$ cat config.mk
export PLATFORM = sky130hd
export DESIGN_NAME = code_lock
export DESIGN_NICKNAME = d
export VERILOG_FILES = /design/src/rtl/code_lock.sv
export SDC_FILE = /design/constraint.sdc
export NUM_CORES = 1
export LEC_CHECK = 0
export ABC_CLOCK_PERIOD_IN_PS = 1300
export CAP_MARGIN = 20
export CORE_ASPECT_RATIO = 1.25
export CORE_MARGIN = 1.5
export CORE_UTILIZATION = 28
export DETAILED_ROUTE_END_ITERATION = 6
export MAX_ROUTING_LAYER = met4
export PLACE_DENSITY = 0.8
export SYNTH_ARGS = -nofsm -noshare
export SYNTH_HDL_FRONTEND = slang
export SYNTH_SLANG_ARGS = --single-unit
$ cat constraint.sdc
create_clock -name clk -period 1.3 [get_ports clk]
set_input_delay 0.195 -clock clk [delete_from_list [all_inputs] [get_ports clk]]
set_output_delay 0.195 -clock clk [all_outputs]
set_load 0.02 [all_outputs]
$ cat src/rtl/code_lock.sv
// Four-digit hex combination lock: one attempt per clock, lockout after MAX_TRIES misses.
// Optional macro LOCK_TIMEOUT_EN releases the lockout after LOCKOUT_CYCLES clocks.
module code_lock #(
  parameter logic [15:0] PASSCODE       = 16'h10AF,
  parameter int          MAX_TRIES      = 3,
  parameter int          LOCKOUT_CYCLES = 8
) (
  input  logic [3:0]  digit_1,
  input  logic [3:0]  digit_2,
  input  logic [3:0]  digit_3,
  input  logic [3:0]  digit_4,
  input  logic        reset,
  input  logic        clk,
  output logic        out,
  output logic        buzzer,
  output logic [2:0]  count,
  output logic [15:0] cp
);

  if (MAX_TRIES < 1 || MAX_TRIES > 7 || LOCKOUT_CYCLES < 1) begin : g_bad_param
    $error("code_lock: MAX_TRIES must be 1..7 and LOCKOUT_CYCLES >= 1");
  end

  typedef enum logic {OPEN_IDLE, LOCKOUT} state_t;

  localparam logic [2:0] MAX_CNT = 3'(MAX_TRIES);

  state_t      state;
  logic [15:0] attempt;
  logic [15:0] cp_r = PASSCODE;
  logic        last_miss;

  assign attempt   = {digit_1, digit_2, digit_3, digit_4};
  assign cp        = cp_r;
  // widened compare so count+1 cannot wrap at MAX_TRIES=7
  assign last_miss = ({1'b0, count} + 4'd1) == {1'b0, MAX_CNT};

`ifdef LOCK_TIMEOUT_EN
  localparam int TW = $clog2(LOCKOUT_CYCLES + 1);
  logic [TW-1:0] timer;
`endif

  always_ff @(posedge clk) begin
    if (reset) begin
      state  <= OPEN_IDLE;
      out    <= 1'b0;
      buzzer <= 1'b0;
      count  <= 3'd0;
      cp_r   <= PASSCODE;
`ifdef LOCK_TIMEOUT_EN
      timer  <= '0;
`endif
    end else begin
      case (state)
        OPEN_IDLE: begin
          if (attempt == cp_r) begin
            out   <= 1'b1;
            count <= 3'd0;
          end else begin
            out <= 1'b0;
            if (last_miss) begin
              count  <= MAX_CNT;
              buzzer <= 1'b1;
              state  <= LOCKOUT;
`ifdef LOCK_TIMEOUT_EN
              timer  <= TW'(LOCKOUT_CYCLES);
`endif
            end else begin
              count <= count + 3'd1;
            end
          end
        end
        LOCKOUT: begin
          out    <= 1'b0;
          buzzer <= 1'b1;
          count  <= MAX_CNT;
`ifdef LOCK_TIMEOUT_EN
          // exit edge only releases; the next edge evaluates an attempt
          if (timer == TW'(1)) begin
            state  <= OPEN_IDLE;
            buzzer <= 1'b0;
            count  <= 3'd0;
            timer  <= '0;
          end else begin
            timer <= timer - TW'(1);
          end
`endif
        end
        default: state <= OPEN_IDLE;
      endcase
    end
  end

endmodule

==> impl_metrics.toml <==
[status]
violations = "negative setup slack"
outcome = "complete, but fails checks"

[route]
wl_met2_um = 628
ant_nets = 0
wl_per_cell_um = 11.35
wl_met1_um = 380
wl_um = 1112
dr_wl_met3_um = 104
first_pass_iters = 3
vias = 440
top_layer_used = "met3"
viasPerCell = 4.490
drc_errors = 0
drt-initial-drc-count = 2

[placement]
post_dp_cell_area_um2 = 653.1
dp.cells = 93
io_buffers = 22
gp_congestion = 0.7338
place_hpwl_um = 761.3

[cts]
cts_tree = "done"
clk_path_buf_depth = 2
clock_latency_ns = 0.24
cts_num_sinks = 6
cts-root-buf = "clkbuf_4"
cts-buffers-inserted = 3
path_clk_slew_ns = 0.05
htreeDepth = 1
postCtsHoldBufs = 0

[hold_path]
hold_path.class = "in2reg"
holdCritStartpoint = "digit_1[1]"

[global_route]
globalRouteOverflowTotal = 0
grt_max_degree = 7
track_usage_pct = 12.32
antenna_found_initial = 0
grt_pass1_vias = 403
grt_pass1_wl_um = 1600

[logic_synthesis]
synth_cell_types = 23
syn_area_um2 = 462.9
ys_warn_count = 0
postSynthAreaPerCell_um2 = 8.735
synthCells = 53
yosys_register_bits = 6
seq_area_frac_synth_pct = 25.95

[setup_path]
cp-startpoint = "digit_1[1]"
r2r-start = "count[0]$_SDFF_PP0_"
path_max_fanout = 4
cp.arrival_ns = 1.43
critPathKind = "in2reg"
cp-start-kind = "input port"
worstPathRequired_ns = 1.42
crit_path_end_kind = "flip-flop"

[timing]
rsz0062_at_grt = "true"
period_needed_ns = 1.314
fin_tns_setup_ns = -0.01377
hold_viol_final = 0
final-setup-viol-count = 1
post-route-period-util_pct = 101.1
fmax_mhz = 761.2
skew_ns = 0.006966
whs_ns = 0.3424
drv_slew = 0
timing.final.ws_setup_ns = -0.01377

[die]
die_w_um = 39.37
num_rows = 16
die_h_um = 48.46
die-area_um2 = 1908
start_util_pct = 29.65
ios = 39
core_area_um2 = 1562

[flow_run]
drv_cap = 0

[finish]
stdcell_count = 98
postLayoutCellArea_um2 = 773.2
area_delta_synth_final_pct = 67.03
nets = 102
drive_above_1_share_pct = 31.25
diodes = 0

[power]
powerDensity_nw_per_um2 = 1245
leakage_nw = 0.3769
vdd_ir_drop_max_v = 0.0007631
-- where the power goes --
group / total [W] / leakage, nW / internal [W] / switching, W
sequential: 0.000323 / 0.0499 / 0.000251 / 0.0000722
combinational: 0.000470 / 0.313 / 0.000205 / 0.000266
clock: 0.000169 / 0.0138 / 0.000104 / 0.0000646
-- layout make-up --
cell class	count	area (um^2)
multi-input combinational	41	360.3
tap	18	22.52
fill	160	788.3
clock buffer	3	22.52
inverter	4	15.01
sequential	6	122.6
timing repair buffer	26	230.2
-- what timing repair did --
action,CTS,global route
setup buffers,2,0
resized for setup,32,9
setup endpoints to repair,11,4
pin swaps,6,3
endpoints found under the hold margin,0,0
cloned,0,0
-- through the flow --
| stage | util, % | total power (W) | worst slack, ns |
|---|---|---|---|
| finish | 49.52 | 0.0009623 | -0.01377 |
| floorplan | - | 0.0005781 | -0.008582 |
| global placement | 41.83 | 0.0007161 | -0.4322 |
| detailed placement | 41.83 | 0.0007285 | -0.4575 |
| CTS | 46.63 | 0.0009417 | -0.007016 |
| global route | 49.52 | 0.001029 | -0.01801 |
-- cell families (layout without fill, tap and decap cells) --
group / count (synthesis) / in the layout / share of synthesized area, %
buf+inv: 20 / 33 / 29.19
simple gates: 15 / 15 / 23.78
compound gates: 7 / 7 / 12.16
flops: 6 / 6 / 25.95
fa+ha+maj: 2 / 2 / 5.405
other cells: 2 / 16 / 1.622
xor+xnor: 1 / 1 / 1.892
-- worst paths after layout --
path	cells past startpoint	slack, ns	end
setup / recovery	5	-0.01	buzzer$_SDFFE_PP0P_
setup reg to reg	4	0.14	count[0]$_SDFF_PP0_
hold reg to reg	2	0.53	buzzer$_SDFFE_PP0P_
hold / removal	4	0.34	out$_SDFF_PP0_
-- critical path, cell delays in order --
cell     delay [ns]
buf_6          0.09
or4b_4         0.56
o41ai_4        0.30
buf_4          0.20
o32ai_2        0.09
-- placed cells by master (no fill, tap or decap), types with 2 or more instances in the layout --
cell type and n:
dfxtp_2 2, clkdlybuf4s50_1 3, nand2_1 2, clkbuf_4 3, buf_4 4, buf_2 2, dlymetal6s2s_1 2, nor2_1 3
dlygate4sd2_1 13, nand4bb_4 3, dfxtp_1 4, inv_1 4, nor3_2 2, conb_1 16
-- flip-flops by register name, summed over array words and instances, names as in the netlist --
register,flops
count,3
buzzer,1
state,1
out,1
-- Yosys cell counts --
cell / number / area share [%]
o31ai_1: 1 / 1.6
a21oi_1: 1 / 1.1
inv_1: 4 / 3.2
xnor2_1: 1 / 1.9
o32ai_1: 1 / 1.9
a221oi_1: 1 / 1.9
and2_1: 1 / 1.4
or4b_4: 1 / 3.0
nand4bb_1: 3 / 7.3
buf_4: 16 / 26
ha_1: 2 / 5.4
conb_1: 2 / 1.6
nor2_1: 3 / 2.4
nor4_1: 1 / 1.4
o21ai_0: 1 / 1.1
dfxtp_1: 6 / 26
nor3_2: 1 / 2.2
or4_1: 1 / 1.6
nor3_1: 1 / 1.1
nand2_1: 2 / 1.6
and3b_1: 1 / 1.9
o21ai_1: 1 / 1.1
o41ai_2: 1 / 3.5
-- routing by layer --
metal | GRT usage [%] | up-vias
li1 | - | 207
met1 | 10.47 | 206
met2 | 23.33 | 27
met3 | 5.505 | 0
met4 | 1.724 | 0
met5 | - | -
No activity file was read; power rests on OpenSTA's default activity.
